--- src/rtl/dmac_pkg.sv ---
// dmac_pkg: types and default sizing shared by the dmac transfer engine.
//   AW_DEF / DW_DEF / CW_DEF : default address, data and count widths
//   TMO_DEF                  : default watchdog limit in cycles
//   xfer_state_e             : 3-bit transfer engine state
//   st_busy()                : true while a memory request is outstanding
package dmac_pkg;

  localparam int unsigned AW_DEF  = 16;
  localparam int unsigned DW_DEF  = 8;
  localparam int unsigned CW_DEF  = 8;
  localparam int unsigned TMO_DEF = 15;

  typedef enum logic [2:0] {
    ST_IDLE = 3'd0,
    ST_RD   = 3'd1,
    ST_WR   = 3'd2,
    ST_DONE = 3'd3,
    ST_ERR  = 3'd4
  } xfer_state_e;

  function automatic logic st_busy(input xfer_state_e s);
    return (s == ST_RD) || (s == ST_WR);
  endfunction

endpackage

--- src/rtl/dmac_xfer_wdog.sv ---
// dmac_xfer_wdog: per-request watchdog for the transfer engine.
//   clk_i    : clock
//   rst_i    : synchronous reset, active-high
//   clr_i    : restart the count at zero (wins over en_i)
//   en_i     : a request is pending this cycle
//   expire_o : pending request is in its last allowed cycle (cycle TMO)
//
// The count is the number of cycles already spent waiting, so expire_o marks
// the TMO-th waiting cycle; an ack in that same cycle is still accepted by
// the engine, a missing ack sends it to the error state on the next edge.
module dmac_xfer_wdog
  import dmac_pkg::*;
#(
  parameter int unsigned TMO = TMO_DEF
) (
  input  logic clk_i,
  input  logic rst_i,
  input  logic clr_i,
  input  logic en_i,
  output logic expire_o
);

  localparam int unsigned WW = (TMO < 2) ? 1 : $clog2(TMO);
  localparam logic [WW-1:0] LAST = WW'(TMO - 1);

  logic [WW-1:0] count_q;
  logic [WW-1:0] count_d;

  // Saturates at LAST; the engine leaves the waiting state before it matters.
  always_comb begin
    count_d = count_q;
    if (clr_i) begin
      count_d = '0;
    end else if (en_i && (count_q != LAST)) begin
      count_d = count_q + WW'(1);
    end
  end

  always_ff @(posedge clk_i) begin
    if (rst_i) begin
      count_q <= '0;
    end else begin
      count_q <= count_d;
    end
  end

  assign expire_o = en_i && (count_q == LAST);

endmodule

--- src/rtl/dmac_xfer_engine.sv ---
// dmac_xfer_engine: word-by-word memory-to-memory copy engine driven by the
// dmac control FSM strobes; one buffered word in flight at a time.
//   clk_i, rst_i                  : clock, synchronous active-high reset
//   cfg_load_i, cfg_src_i,
//   cfg_dst_i, cfg_cnt_i          : transfer setup, taken in IDLE only
//   start_i, abort_i, done_clr_i  : control strobes
//   rd_req_o, rd_addr_o,
//   rd_ack_i, rd_data_i           : read handshake
//   wr_req_o, wr_addr_o,
//   wr_data_o, wr_ack_i           : write handshake
//   busy_o                        : request phase in progress
//   xfer_done_o                   : transfer finished (also set on error)
//   xfer_err_o                    : watchdog timeout or abort
//   remaining_o                   : words still to copy
//
// state | meaning
// IDLE  | waiting for configuration / start
// RD    | read request outstanding at src
// WR    | write of buffered word outstanding at dst
// DONE  | copy complete, waiting for done_clr
// ERR   | aborted or timed out, src/dst/cnt frozen, waiting for done_clr
module dmac_xfer_engine
  import dmac_pkg::*;
#(
  parameter int unsigned AW  = AW_DEF,
  parameter int unsigned DW  = DW_DEF,
  parameter int unsigned CW  = CW_DEF,
  parameter int unsigned TMO = TMO_DEF
) (
  input  logic          clk_i,
  input  logic          rst_i,
  input  logic          cfg_load_i,
  input  logic [AW-1:0] cfg_src_i,
  input  logic [AW-1:0] cfg_dst_i,
  input  logic [CW-1:0] cfg_cnt_i,
  input  logic          start_i,
  input  logic          abort_i,
  input  logic          done_clr_i,
  output logic          rd_req_o,
  output logic [AW-1:0] rd_addr_o,
  input  logic          rd_ack_i,
  input  logic [DW-1:0] rd_data_i,
  output logic          wr_req_o,
  output logic [AW-1:0] wr_addr_o,
  output logic [DW-1:0] wr_data_o,
  input  logic          wr_ack_i,
  output logic          busy_o,
  output logic          xfer_done_o,
  output logic          xfer_err_o,
  output logic [CW-1:0] remaining_o
);

  xfer_state_e   state_q, state_d;
  logic [AW-1:0] src_q, src_d;
  logic [AW-1:0] dst_q, dst_d;
  logic [CW-1:0] cnt_q, cnt_d;
  logic [DW-1:0] buf_q, buf_d;

  logic          ld_idle;
  logic [CW-1:0] cnt_eff;
  logic          rd_fire;
  logic          wr_fire;
  logic          wdog_clr;
  logic          wdog_en;
  logic          wdog_expire;

  // A load coincident with start must already steer the zero-length decision.
  assign ld_idle = (state_q == ST_IDLE) && cfg_load_i;
  assign cnt_eff = ld_idle ? cfg_cnt_i : cnt_q;

  // abort beats an ack in the same cycle, so the handshake does not complete.
  assign rd_fire = (state_q == ST_RD) && rd_ack_i && !abort_i;
  assign wr_fire = (state_q == ST_WR) && wr_ack_i && !abort_i;

  always_ff @(posedge clk_i) begin
    if (rst_i) begin
      state_q <= ST_IDLE;
    end else begin
      state_q <= state_d;
    end
  end

  always_comb begin
    state_d = state_q;
    unique case (state_q)
      ST_IDLE: begin
        if (start_i) begin
          state_d = (cnt_eff == '0) ? ST_DONE : ST_RD;
        end
      end
      ST_RD: begin
        if (abort_i) begin
          state_d = ST_ERR;
        end else if (rd_ack_i) begin
          state_d = ST_WR;
        end else if (wdog_expire) begin
          state_d = ST_ERR;
        end
      end
      ST_WR: begin
        if (abort_i) begin
          state_d = ST_ERR;
        end else if (wr_ack_i) begin
          state_d = (cnt_q == CW'(1)) ? ST_DONE : ST_RD;
        end else if (wdog_expire) begin
          state_d = ST_ERR;
        end
      end
      ST_DONE, ST_ERR: begin
        if (done_clr_i) begin
          state_d = ST_IDLE;
        end
      end
      default: state_d = ST_IDLE;
    endcase
  end

  always_comb begin
    rd_req_o    = (state_q == ST_RD);
    wr_req_o    = (state_q == ST_WR);
    busy_o      = st_busy(state_q);
    xfer_done_o = (state_q == ST_DONE) || (state_q == ST_ERR);
    xfer_err_o  = (state_q == ST_ERR);
  end

  always_comb begin
    src_d = src_q;
    dst_d = dst_q;
    cnt_d = cnt_q;
    buf_d = buf_q;
    if (ld_idle) begin
      src_d = cfg_src_i;
      dst_d = cfg_dst_i;
      cnt_d = cfg_cnt_i;
    end
    if (rd_fire) begin
      buf_d = rd_data_i;
      src_d = src_q + AW'(1);
    end
    if (wr_fire) begin
      dst_d = dst_q + AW'(1);
      cnt_d = cnt_q - CW'(1);
    end
  end

  always_ff @(posedge clk_i) begin
    if (rst_i) begin
      src_q <= '0;
      dst_q <= '0;
      cnt_q <= '0;
      buf_q <= '0;
    end else begin
      src_q <= src_d;
      dst_q <= dst_d;
      cnt_q <= cnt_d;
      buf_q <= buf_d;
    end
  end

  // Restart the watchdog whenever a new request phase begins or an ack lands.
  assign wdog_en  = st_busy(state_q);
  assign wdog_clr = (state_d != state_q) || rd_fire || wr_fire;

  dmac_xfer_wdog #(
    .TMO(TMO)
  ) u_wdog (
    .clk_i   (clk_i),
    .rst_i   (rst_i),
    .clr_i   (wdog_clr),
    .en_i    (wdog_en),
    .expire_o(wdog_expire)
  );

  assign rd_addr_o   = src_q;
  assign wr_addr_o   = dst_q;
  assign wr_data_o   = buf_q;
  assign remaining_o = cnt_q;

endmodule

--- config.mk ---
export PLATFORM = sky130hd
export DESIGN_NAME = dmac_xfer_engine
export DESIGN_NICKNAME = d
export VERILOG_FILES = /design/src/rtl/dmac_pkg.sv /design/src/rtl/dmac_xfer_wdog.sv /design/src/rtl/dmac_xfer_engine.sv
export SDC_FILE = /design/constraint.sdc
export NUM_CORES = 1
export LEC_CHECK = 0
export ABC_CLOCK_PERIOD_IN_PS = 4300
export CORE_ASPECT_RATIO = 0.9
export CORE_MARGIN = 3
export CORE_UTILIZATION = 49
export CTS_CLUSTER_SIZE = 14
export DETAILED_ROUTE_END_ITERATION = 6
export HOLD_SLACK_MARGIN = 0.1
export PLACE_DENSITY = 0.86
export SLEW_MARGIN = 20
export SYNTH_ARGS = -nofsm -noshare
export SYNTH_HDL_FRONTEND = slang
export SYNTH_SLANG_ARGS = --single-unit
--- constraint.sdc ---
create_clock -name clk_i -period 4.3 [get_ports clk_i]
set_input_delay 0.86 -clock clk_i [delete_from_list [all_inputs] [get_ports clk_i]]
set_output_delay 0.86 -clock clk_i [all_outputs]
set_load 0.01 [all_outputs]
# Yosys cells after proc, flatten, opt, wreduce, memory -nomap -nowiden
# Index checks and enable logic that the tools add are counted.
# classes
addsub	4
n_eq_ne	8
muxes	16
reduce_logical	18
# ops
cell	n
2-to-1 mux 16 bit	4
adder 16 x 1 -> 16 bit, second input constant	2
2-to-1 mux 3 bit	7
2-to-1 mux 8 bit	2
one-hot mux 3 bit (4 select lines)	1
equality test 8 x 1 -> 1 bit, second input constant	1
logical NOT 8 bit	1
subtractor 8 x 1 -> 8 bit, second input constant	1
logical AND 1 bit	7
equality test 3 x 2 -> 1 bit, second input constant	2
adder 4 x 1 -> 4 bit, second input constant	1
equality test 4 bit, second input constant	1
logical OR 1 bit	4
2-to-1 mux 2 bit	2
!= test 4 bit, second input constant	1
nonzero test 2 bit	2
OR reduction 2 bit	2
equality test 3 x 1 -> 1 bit, second input constant	1
equality test 3 bit, second input constant	1
logical NOT 3 bit	1
!= test 3 bit	1
logical NOT 1 bit	1
# word_totals
register_bits	55
in_bits	56
out_inout_bits	53
word_cells	52

# Logic depth before layout (Yosys ltp)
# Gate-level depths: netlist (run 1).
# logic_depth
depth_word	11
ltp_mapped	7
mapped_depth_nobuf	7

# By module
# From an unflattened synthesis (run 1), not the netlist that was laid out.
# hier_totals
cells_unflattened	408
area_unflattened_um2	3181.8
# modules_own_cells
mod	instances	cells_each	area_each_um2	seq_area_each_um2
dmac_xfer_engine	1	385	2965.3	1021.0
dmac_xfer_wdog	1	23	216.5	80.1

# Worst setup path before layout (run 1)
# Ideal clock, no wire load.
# synth_path
kind	input port to flip-flop
startpoint	in cfg_load_i
endpoint	reg state_q[1]
setup_time_ns	0.070
arrival_ns	2.190
t_required_ns	4.230
setup_slack_ns	2.040
path_stages	6
path_buffers	1
cell_sequence	or4b_1 -> clkbuf_1 -> nor4_1 -> a21oi_1 -> or4_1 -> o2bb2ai_1
# synth_between
elab_chain_len	6
# synth_rtl
item	line_no	rtl
from (decl)	dmac_xfer_engine.sv:32	input logic cfg_load_i,
logical AND 1 bit	dmac_xfer_engine.sv:68	assign ld_idle = (state_q == ST_IDLE) && cfg_load_i;
2-to-1 mux 8 bit	--	
logical NOT 8 bit	dmac_xfer_engine.sv:88	state_d = (cnt_eff == '0) ? ST_DONE : ST_RD;
2-to-1 mux 2 bit	dmac_xfer_engine.sv:88	
2-to-1 mux 3 bit	dmac_xfer_engine.sv:87	if (start_i) begin
one-hot mux 3 bit (4 select lines)	dmac_xfer_engine.sv:85	unique case (state_q)
to (signal assigned)	dmac_xfer_engine.sv:79	state_q <= state_d;
to (decl)	dmac_xfer_engine.sv:53	xfer_state_e state_q, state_d;
# Every way passes these cells.
# A chain may end at the register's enable or synchronous reset.

# Worst setup path in the final report (run 1)
# layout_path
startpoint	in abort_i
endpoint	reg u_wdog.count_q[1]
# layout_between
elab_chain_len	6
elab_cells_between_ends	10
classes_between	eq/ne: 1; mux: 3; reduce/logical: 6
# layout_rtl
item	line_no	rtl
from (decl)	dmac_xfer_engine.sv:37	input logic abort_i,
2-to-1 mux 3 bit (on tied branches)	dmac_xfer_engine.sv:101, dmac_xfer_engine.sv:92	
one-hot mux 3 bit (4 select lines)	dmac_xfer_engine.sv:85	
!= test 3 bit	dmac_xfer_engine.sv:162	assign wdog_clr = (state_d != state_q) || rd_fire || wr_fire;
logical OR 1 bit	dmac_xfer_engine.sv:162	
logical OR 1 bit (*)	dmac_xfer_engine.sv:162	
OR reduction 2 bit (no source line) (*)	--	
to (signal assigned)	dmac_xfer_wdog.sv:43	count_q <= count_d;
to (decl)	dmac_xfer_wdog.sv:26	logic [WW-1:0] count_q;
# Mark *: on every way between the ends. The rest lies on a longest branch, timed or not.

==> results of run 1 <==
-- final timing paths --
check	start	end	slack, ns	cells after the start
worst max-delay path	abort_i	u_wdog.count_q[1]	1.14	6
worst min-delay path	wr_data_o[7]	wr_data_o[7]	0.46	2
worst max register to register	state_q[0]	u_wdog.count_q[1]	1.58	5
worst min register to register	wr_data_o[7]	wr_data_o[7]	0.46	2
-- power by group through the flow --
stage / logic (mW) / clock network, mW / registers (mW)
global route: 0.375 / 0.308 / 0.618
global placement: 0.334 / 0 / 0.617
floorplan: 0.161 / 0 / 0.619
CTS: 0.345 / 0.289 / 0.608
detailed placement: 0.343 / 0 / 0.619
finish: 0.346 / 0.285 / 0.610
-- stage by stage --
step	hold WS (ns)	area, um^2	power (mW)	std cells
detailed placement	0.450	4150	0.962	550
global placement	0.442	4150	0.951	550
global route	0.487	4230	1.30	557
CTS	0.460	4230	1.24	557
floorplan	0.481	3040	0.780	390
finish	0.457	4230	1.24	557
-- metal layers --
layer / GRT usage / vias to the layer above / part of all wire
met5: 0 / - / 0
met4: 0.0640 / 0 / 0.011
met3: 0.0677 / 18 / 0.093
met2: 0.412 / 193 / 0.46
met1: 0.340 / 1602 / 0.43
li1: - / 1656 / -
-- critical path: cells and delay by family --
family / cells / cell delay [ns]
compound gates: 1 / 0.51
buf+inv: 1 / 0.58
simple gates: 3 / 1.11
xor+xnor: 1 / 0.25
-- registers in the layout, summed over array words and instances (netlist names) --
signal / flops
wr_addr_o: 16
rd_addr_o: 16
wr_data_o: 8
state_q: 3
u_wdog.count_q: 4
remaining_o: 8
-- cell type report --
| cell class | count | area [um^2] |
|---|---|---|
| repair buffers | 112 | 1110 |
| clock inverters | 2 | 13.8 |
| fillers | 482 | 1590 |
| well taps | 70 | 87.6 |
| inverters | 6 | 22.5 |
| flip-flops and latches | 55 | 1100 |
| clock buffers | 5 | 68.8 |
| multi-input cells | 307 | 1830 |
-- synth_stat cells (all sizes together), types with 2 or more instances --
master,instances
dfxtp,55
nand2,47
nor2,42
a21oi,37
o21ai,21
clkbuf,15
nand3,12
nor3,12
nor4,11
nand4,10
a31oi,9
and3,9
a211oi,8
buf,7
ha,6
inv,6
nor2b,5
nor3b,5
xor2,5
a221oi,4
a22oi,4
a32oi,4
or3,4
a2111oi,3
a222oi,3
nand3b,3
nor4b,3
o21a,3
or2,3
or3b,3
a311oi,2
a41oi,2
and2,2
and4,2
o211ai,2
o311ai,2
o31ai,2
or4,2
xnor2,2
-- logic make-up after synthesis --
group | count (synthesis)
and+or+nand+nor | 180
AOI/OAI and AO/OA | 113
DFF | 55
buffers and inverters | 28
xor gates and xnor gates | 7
adders and majority gates | 6
muxes | 1
==> summary.md, run 1 <==
| Metric | Value |
|---|---|
| Synth area leaders | `dfxtp_1 36%, a21oi_1 6.1%, nand2_1 5.8%` |
| Routed len/inst | `~16 um` |
| #FFs+latches synth | `55` |
| Clock Skew | `0.0126 ns` |
| Synthesized netlist cell count | `390` |
| Clock slew at reported path FFs | `about 0.090 ns` |
| Gate power share | `0.279` |
| Final Worst Setup Slack | `about 1.1 ns` |
| Routed vias/inst | `6.23` |
| Compound-Gate Fraction of Synth Area | `0.240` |
| Seq pwr share | `0.491` |
| Largest family of logic cells by synthesized area | `simple AND/OR/NAND/NOR gates` |
| Predominant post-synthesis flop cell | `dfxtp_1` |
| Synth top area share | `0.362` |
| # rows | `26` |
| Sw Ratio | `0.319` |
| IR drop worst, VDD | `~0.21 mV` |
| DRC violations left | `0` |
| Max Cap Viol | `0` |
| IO buf count | `approximately 110` |
| Root Buffer | `clkbuf_8` |
| Psw | `slightly below 400 uW` |
| Crit-path max cell delay | `between 0.6 and 0.7 ns` |
| CP required | `~4.5 ns` |
| Die ar. | `roughly 7200 um^2` |
| Period minus WS final | `roughly 3.2 ns` |
| Most frequent cells in the layout | `107 x clkdlybuf4s50_1, 55 x dfxtp_1, 47 x nand2_1, 42 x nor2_1, 37 x a21oi_1` |
| CP endpoint kind | `register` |
| Die width | `between 80 and 90 um` |
| Maximum clock frequency | `about 320 MHz` |
| Die height | `just over 80 um` |
| Unrepaired setup endpoints after global routing | `no` |
| Routed WL | `9.14 mm` |
| Initial antenna violation count | `0` |
| Placer congestion estimate | `roughly 0.89` |
| Post-CTS Setup Bufs | `0` |
| Commonest non-fill, non-tap cell in the layout | `clkdlybuf4s50_1` |
| Fin nets | `549` |
| Max Root-Sink Buffers | `2` |
| # setup viols final | `0` |
| Outcome | `complete, no violations` |
| Post-synthesis cell area | `3040 um^2` |
| Worst-path fanout max | `24` |
| Final Core Density | `0.726` |
| Synth Area in Simple Gates | `0.312` |
| CP Launch Type | `input pin` |
| Largest net degree at the start of global routing | `54` |
| Synth warn | `0` |
| Initial Utilization | `0.522` |
| HPWL Detailed | `roughly 6.5 mm` |
| 1st-pass router iterations | `7` |
| Sequential share of the synthesized area | `0.362` |
| Post-Place Setup Slack | `0.884 ns` |
| CP max stage cell | `or2_1` |
| Clk Latency, worst-skew pair | `0.32 ns` |
| Synth Net Count | `452` |
| TritonCTS clock tree | `done` |
| Num CTS Buffers | `5` |
| Clock group share of total power | `0.230` |
| Max-slew violations | `0` |
| Cell taking the most area after synthesis | `dfxtp_1` |
| Post-synthesis adder-cell area fraction | `0.0247` |
| Fin. Hold Viols | `0` |
| Leak | `1.49 nW` |
| P_int | `about 840 uW` |
| ANT cells | `0` |
| Post-synth EDFFs | `0` |
| Cell Chain, Critical Path | `clkdlybuf4s50_1, nand2b_1, or2_1, nand4_1, xor2_1, a2111oi_0` |
| DRT iter0 DRCs | `~220` |
| Ports | `~110` |
| TNS Setup | `0 ns` |
| Syn Area/Cell | `a little under 8 um^2` |
| Worst rel slew slack | `0.334` |
| CTS resizes | `0` |
| Hold Buf Count CTS | `0` |
| Vias | `roughly 3500` |
| Setup CP Type | `in2reg` |
| First-pass GRT wire length | `14.9 mm` |
| Area growth, synth to finish | `39.2%` |
| XOR/XNOR share of the synthesized area | `0.0202` |
| GRT Residual Overflow | `0` |
| Gr usage total | `0.256` |
| Clock sink count | `between 50 and 60` |
| Fraction of layout cells with a size suffix above 1 | `0.0431` |
| Period utilization | `0.734` |
| Synth unique cells | `57` |
| CP arrival | `3.32 ns` |
| Antenna-violating nets left | `0` |
| Hold Path Class | `reg2reg` |
| Core area | `around 5800 um^2` |
| Async SR Flop Fraction | `0` |
| Multiplexer area fraction after synthesis | `0.00371` |
| Slew at the pin closest to its max-slew limit | `~1 ns` |
| Number of global-route vias before repair | `about 3300` |
| Pwr Density | `293 nW/um^2` |
| CTS H-tree depth | `2` |
Power figures use the tool's default switching activity.
==> run 2: changes to the inputs <==
--- a/config.mk
+++ b/config.mk
@@ -5,14 +5,14 @@
 export SDC_FILE = /design/constraint.sdc
 export NUM_CORES = 1
 export LEC_CHECK = 0
-export ABC_CLOCK_PERIOD_IN_PS = 4300
+export ABC_CLOCK_PERIOD_IN_PS = 3000
 export CORE_ASPECT_RATIO = 0.9
 export CORE_MARGIN = 3
-export CORE_UTILIZATION = 49
+export CORE_UTILIZATION = 45
 export CTS_CLUSTER_SIZE = 14
 export DETAILED_ROUTE_END_ITERATION = 6
 export HOLD_SLACK_MARGIN = 0.1
-export PLACE_DENSITY = 0.86
+export PLACE_DENSITY = 0.8
 export SLEW_MARGIN = 20
 export SYNTH_ARGS = -nofsm -noshare
 export SYNTH_HDL_FRONTEND = slang
==> constraint.sdc (replaced) <==
create_clock -name clk_i -period 3 [get_ports clk_i]
set_input_delay 0.6 -clock clk_i [delete_from_list [all_inputs] [get_ports clk_i]]
set_output_delay 0.6 -clock clk_i [all_outputs]
set_load 0.01 [all_outputs]
==> run 2 against run 1 <==
Net effect:
- sequential share of layout area decreased by 0.55 points
- sequential power increased by 43%
- global-route usage decreased by 2.5 points
- power increased by 46%
- combinational power increased by 46%
- hold slack improved by 0.0015 ns
- first-iteration DRC count increased by 10%
- design area increased by 2.2%
- non-clock buffer count increased by 6
- critical path type is now reg2out
- critical endpoint is now busy_o
- largest power group unchanged
==> summary.md, run 2 (same netlist as run 1, synthesis figures left out) <==
| Metric | Value |
|---|---|
| IO buf count | `about 110` |
| Worst rel slew slack | `0.521` |
| Leak | `around 1.5 nW` |
| Routed len/inst | `between 15 and 20 um` |
| Fraction of layout cells with a size suffix above 1 | `0.0547` |
| Placed cell area | `roughly 4200 um^2` |
| CTS H-tree depth | `2` |
| HPWL Detailed | `6.72 mm` |
| Die ar. | `about 7800 um^2` |
| Maximum clock frequency | `about 380 MHz` |
| Finished Cell Area | `4320 um^2` |
| Num CTS Buffers | `5` |
| Final Core Density | `0.684` |
| Setup CP Type | `reg2out` |
| Die width | `between 90 and 100 um` |
| # setup viols final | `0` |
| Clock slew at reported path FFs | `roughly 0.10 ns` |
| Antenna-violating nets left | `0` |
| CTS resizes | `0` |
| Sw Ratio | `0.312` |
| Die height | `between 80 and 90 um` |
| Worst-path fanout max | `16` |
| DRT iter0 DRCs | `240` |
| Non-Filler Instances | `between 500 and 600` |
| Clock Skew | `0.00961 ns` |
| Placer congestion estimate | `roughly 0.90` |
| Slew at the pin closest to its max-slew limit | `roughly 0.7 ns` |
| Hold Buf Count CTS | `0` |
| IR drop worst, VDD | `roughly 0.24 mV` |
| Pwr Density | `about 420 nW/um^2` |
| CP endpoint kind | `output port` |
| Initial antenna violation count | `0` |
| Outcome | `complete, no violations` |
| Clk Latency, worst-skew pair | `0.31 ns` |
| CP arrival | `~2.1 ns` |
| Number of global-route vias before repair | `roughly 3200` |
| Routed WL | `9.12 mm` |
| CP required | `2.40 ns` |
| Initial Utilization | `0.481` |
| Area growth, synth to finish | `42.2%` |
| Post-Place Cells | `roughly 570` |
| DRC violations left | `0` |
| Vias | `around 3400` |
| Unrepaired setup endpoints after global routing | `no` |
| CP Launch Type | `register` |
| Multi-input logic area | `about 1800 um^2` |
| Fin. Hold Viols | `0` |
| Gr usage total | `0.230` |
| Period minus WS final | `about 2.7 ns` |
| Most frequent cells in the layout | `107 x clkdlybuf4s50_1, 55 x dfxtp_1, 47 x nand2_1, 42 x nor2_1, 37 x a21oi_1` |
| First-pass GRT wire length | `15.2 mm` |
| Fin nets | `between 500 and 600` |
| Root Buffer | `clkbuf_8` |
| Ports | `around 110` |
| # rows | `27` |
| Max Root-Sink Buffers | `2` |
| Max-slew violations | `0` |
| Hold Path Class | `reg2reg` |
| Seq pwr share | `0.480` |
| Routed vias/inst | `between 5 and 6` |
| TNS Setup | `0 ns` |
| Core area | `approximately 6300 um^2` |
| Largest net degree at the start of global routing | `41` |
| Period utilization | `0.888` |
| Register Area | `1100 um^2` |
| Layout fillers | `~530` |
| Hold WS | `around 0.46 ns` |
| GRT Residual Overflow | `0` |
| 1st-pass router iterations | `7` |
| Clock sink count | `between 50 and 60` |
| P_int | `~1.2 mW` |
| Commonest non-fill, non-tap cell in the layout | `clkdlybuf4s50_1` |
| Psw | `approximately 570 uW` |
| Post-CTS Setup Bufs | `0` |
| ANT cells | `0` |
| Gate power share | `0.278` |
| Max Cap Viol | `0` |
| Clock group share of total power | `0.242` |
| TritonCTS clock tree | `done` |
## run 2: changes by cell type in the layout (fill, tap and decap cells not counted)
cell | before | now
buf_12 | 0 | 1
buf_4 | 4 | 9
clkbuf_1 | 0 | 1
clkbuf_8 | 5 | 6
clkinv_2 | 1 | 0
## run 2: path summary, 6_finish.rpt
check,from,endpoint,slack (ns),cells after the start
max,state_q[0],busy_o,0.34,4
min,wr_data_o[4],wr_data_o[4],0.46,2
max reg2reg,state_q[1],state_q[1],0.78,6
min reg2reg,wr_data_o[4],wr_data_o[4],0.46,2
## run 2: cell type report
class,count,area share
Tap cell,87,0.0252
Inverter,6,0.00521
Clock inverter,1,0.00203
Sequential cell,55,0.255
Multi-Input combinational cell,307,0.424
Clock buffer,7,0.0200
Timing Repair Buffer,118,0.269
## run 2: power by group through the flow
stage	sequential, mW	combinational (mW)	clock, mW
after global placement	0.882	0.494	0
final	0.870	0.505	0.439
after global routing	0.881	0.553	0.481
after floorplan	0.887	0.231	0
after detailed placement	0.884	0.502	0
after CTS	0.868	0.505	0.454
## run 2: per-layer routing
metal / global-route usage / wire (um) / part of all wire
met1: 0.322 / 4140 / 0.45
met2: 0.362 / 4120 / 0.45
met3: 0.0604 / 748 / 0.082
met4: 0.0386 / 113 / 0.012
met5: 0 / 0 / 0
## run 2: worst max-delay path: stages, from the launching register on
cell	delay, ns
dfxtp_1	0.64
or3b_1	0.25
inv_1	0.10
or2_2	0.30
clkdlybuf4s50_1	0.48
## run 2: per-stage QoR
| stage | power [mW] | setup WS, ns |
|---|---|---|
| 3_5_place_dp | 1.39 | 0.222 |
| 4_1_cts | 1.83 | 0.329 |
| 6_report | 1.81 | 0.336 |
| 3_3_place_gp | 1.38 | 0.335 |
| 2_1_floorplan | 1.12 | 1.00 |
| 5_1_grt | 1.91 | 0.188 |
==> run 3: changes to the inputs <==
--- a/config.mk
+++ b/config.mk
@@ -6,7 +6,7 @@
 export NUM_CORES = 1
 export LEC_CHECK = 0
 export ABC_CLOCK_PERIOD_IN_PS = 3000
-export CORE_ASPECT_RATIO = 0.9
+export CORE_ASPECT_RATIO = 0.6
 export CORE_MARGIN = 3
 export CORE_UTILIZATION = 45
 export CTS_CLUSTER_SIZE = 14
==> run 3 against run 2 <==
Net effect:
- critical path depth unchanged
- hold slack got worse by 0.0050 ns
- design area grew 1.4%
- wire length is 5.7% higher
- first-iteration DRC count up 14%
- critical endpoint unchanged
- final cell count decreased by 0.52%
- clock power increased by 56%
- global-route usage rose by 1.4 points
- via count grew 1.9%
==> summary.md, run 3 (same netlist as run 1, synthesis figures left out) <==
| Metric | Value |
|---|---|
| Outcome | `complete, no violations` |
| Clock sink count | `55` |
| Core area | `about 6300 um^2` |
| CTS H-tree depth | `2` |
| Tot Pwr | `between 2 and 2.5 mW` |
| Routed vias/inst | `about 6` |
| IR drop worst, VDD | `approximately 0.24 mV` |
| Fin. Hold Viols | `0` |
| Post-CTS Setup Bufs | `0` |
| CTS resizes | `0` |
| Vias | `3473` |
| DRT iter0 DRCs | `274` |
| Crit-path max cell delay | `~0.64 ns` |
| Max Cap Viol | `0` |
| Hold Path Class | `reg2reg` |
| IO buf count | `~110` |
| Ports | `between 100 and 150` |
| Hold Buf Count CTS | `0` |
| Period utilization | `0.923` |
| CP Launch Type | `register` |
| GRT Residual Overflow | `0` |
| CP endpoint kind | `output port` |
| Gr usage total | `0.244` |
| HPWL Detailed | `between 7 and 8 mm` |
| Num CTS Buffers | `5` |
| Initial Utilization | `0.480` |
| Commonest non-fill, non-tap cell in the layout | `clkdlybuf4s50_1` |
| Worst Path Buf+Inv | `2` |
| CP required | `2.40 ns` |
| Number of global-route vias before repair | `approximately 3200` |
| Clock slew at reported path FFs | `approximately 0.070 ns` |
| Routed len/inst | `roughly 17 um` |
| Initial antenna violation count | `0` |
| 1st-pass router iterations | `5` |
| TNS Setup | `0 ns` |
| Slew at the pin closest to its max-slew limit | `about 0.69 ns` |
| Worst-path fanout max | `17` |
| TritonCTS clock tree | `done` |
| Die ar. | `7810 um^2` |
| Clk Latency, worst-skew pair | `roughly 0.30 ns` |
| Maximum clock frequency | `roughly 360 MHz` |
| Die width | `roughly 110 um` |
| Most frequent cells in the layout | `107 x clkdlybuf4s50_1, 55 x dfxtp_1, 47 x nand2_1, 42 x nor2_1, 37 x a21oi_1` |
| Worst rel slew slack | `0.532` |
| CP arrival | `2.17 ns` |
| Clock Skew | `0.00430 ns` |
| CP top delay family | `buffers and inverters` |
| Max Root-Sink Buffers | `2` |
| Antenna-violating nets left | `0` |
| Cell Chain, Critical Path | `or3b_1, inv_1, or2_2, clkdlybuf4s50_1` |
| Die height | `69.7 um` |
| Area growth, synth to finish | `44.3%` |
| Hold WS | `between 0.4 and 0.5 ns` |
| # setup viols final | `0` |
| First-pass GRT wire length | `16.0 mm` |
| Pwr Density | `approximately 470 nW/um^2` |
| Root Buffer | `clkbuf_16` |
| CP max stage cell | `dfxtp_1` |
| Routed WL | `9.65 mm` |
| Fraction of layout cells with a size suffix above 1 | `0.0567` |
| Placed cell area | `roughly 4200 um^2` |
| DRC violations left | `0` |
| # rows | `22` |
| Placer congestion estimate | `approximately 0.85` |
| ANT cells | `0` |
| Largest net degree at the start of global routing | `36` |
| Period minus WS final | `approximately 2.8 ns` |
| Fin nets | `between 500 and 600` |
| Unrepaired setup endpoints after global routing | `no` |
| Non-Filler Instances | `approximately 580` |
| Post-Place Cells | `570` |
| Leak | `around 1.6 nW` |
| Max-slew violations | `0` |
| Setup CP Type | `reg2out` |
| Finished Cell Area | `4380 um^2` |
run 3: changes by cell type in the layout (fill, tap and decap cells not counted), sizes merged:
cell / before / now
clkbuf: 7 / 6
bufinv: 0 / 1
run 3: final cells by class:
class	instances	area, um^2
Fill cell	516	1950
Clock inverter	2	35.0
Inverter	6	22.5
Sequential cell	55	1100
Multi-Input combinational cell	307	1830
Clock buffer	6	139
Tap cell	84	105
Timing Repair Buffer	118	1150
run 3: final timing paths:
| kind | from | endpoint | slack [ns] | cells past startpoint |
|---|---|---|---|---|
| min reg2reg | wr_data_o[2] | wr_data_o[2] | 0.45 | 2 |
| min | wr_data_o[2] | wr_data_o[2] | 0.45 | 2 |
| max | state_q[1] | busy_o | 0.23 | 4 |
| max reg2reg | state_q[1] | wr_addr_o[9] | 0.56 | 5 |
run 3: worst register-to-register path, stage by stage, from the launching register on:
cell      delay [ns]
dfxtp_1         0.64
or3b_1          0.47
or2_1           0.44
nor4_4          0.43
a211oi_1        0.14
nor4_2          0.23
run 3: power by group:
part | leakage, nW | switching (mW) | internal, mW | total (mW)
clock network | 0.0868 | 0.271 | 0.416 | 0.687
registers | 0.451 | 0.0880 | 0.788 | 0.876
logic | 1.03 | 0.235 | 0.267 | 0.503
run 3: metrics by stage:
step                      utilization  setup WS (ns)
after floorplan                     -           1.00
after global placement          0.665          0.319
after detailed placement        0.665          0.220
after CTS                       0.692          0.252
after global routing            0.692          0.148
final                           0.692          0.232
run 3: routing by layer:
metal / share of wire / wire length [um] / GRT usage / vias up
li1: - / - / - / 1665
met1: 0.48 / 4650 / 0.360 / 1659
met2: 0.43 / 4130 / 0.365 / 139
met3: 0.081 / 785 / 0.0471 / 10
met4: 0.0085 / 82 / 0.0573 / 0
met5: 0 / 0 / 0 / -
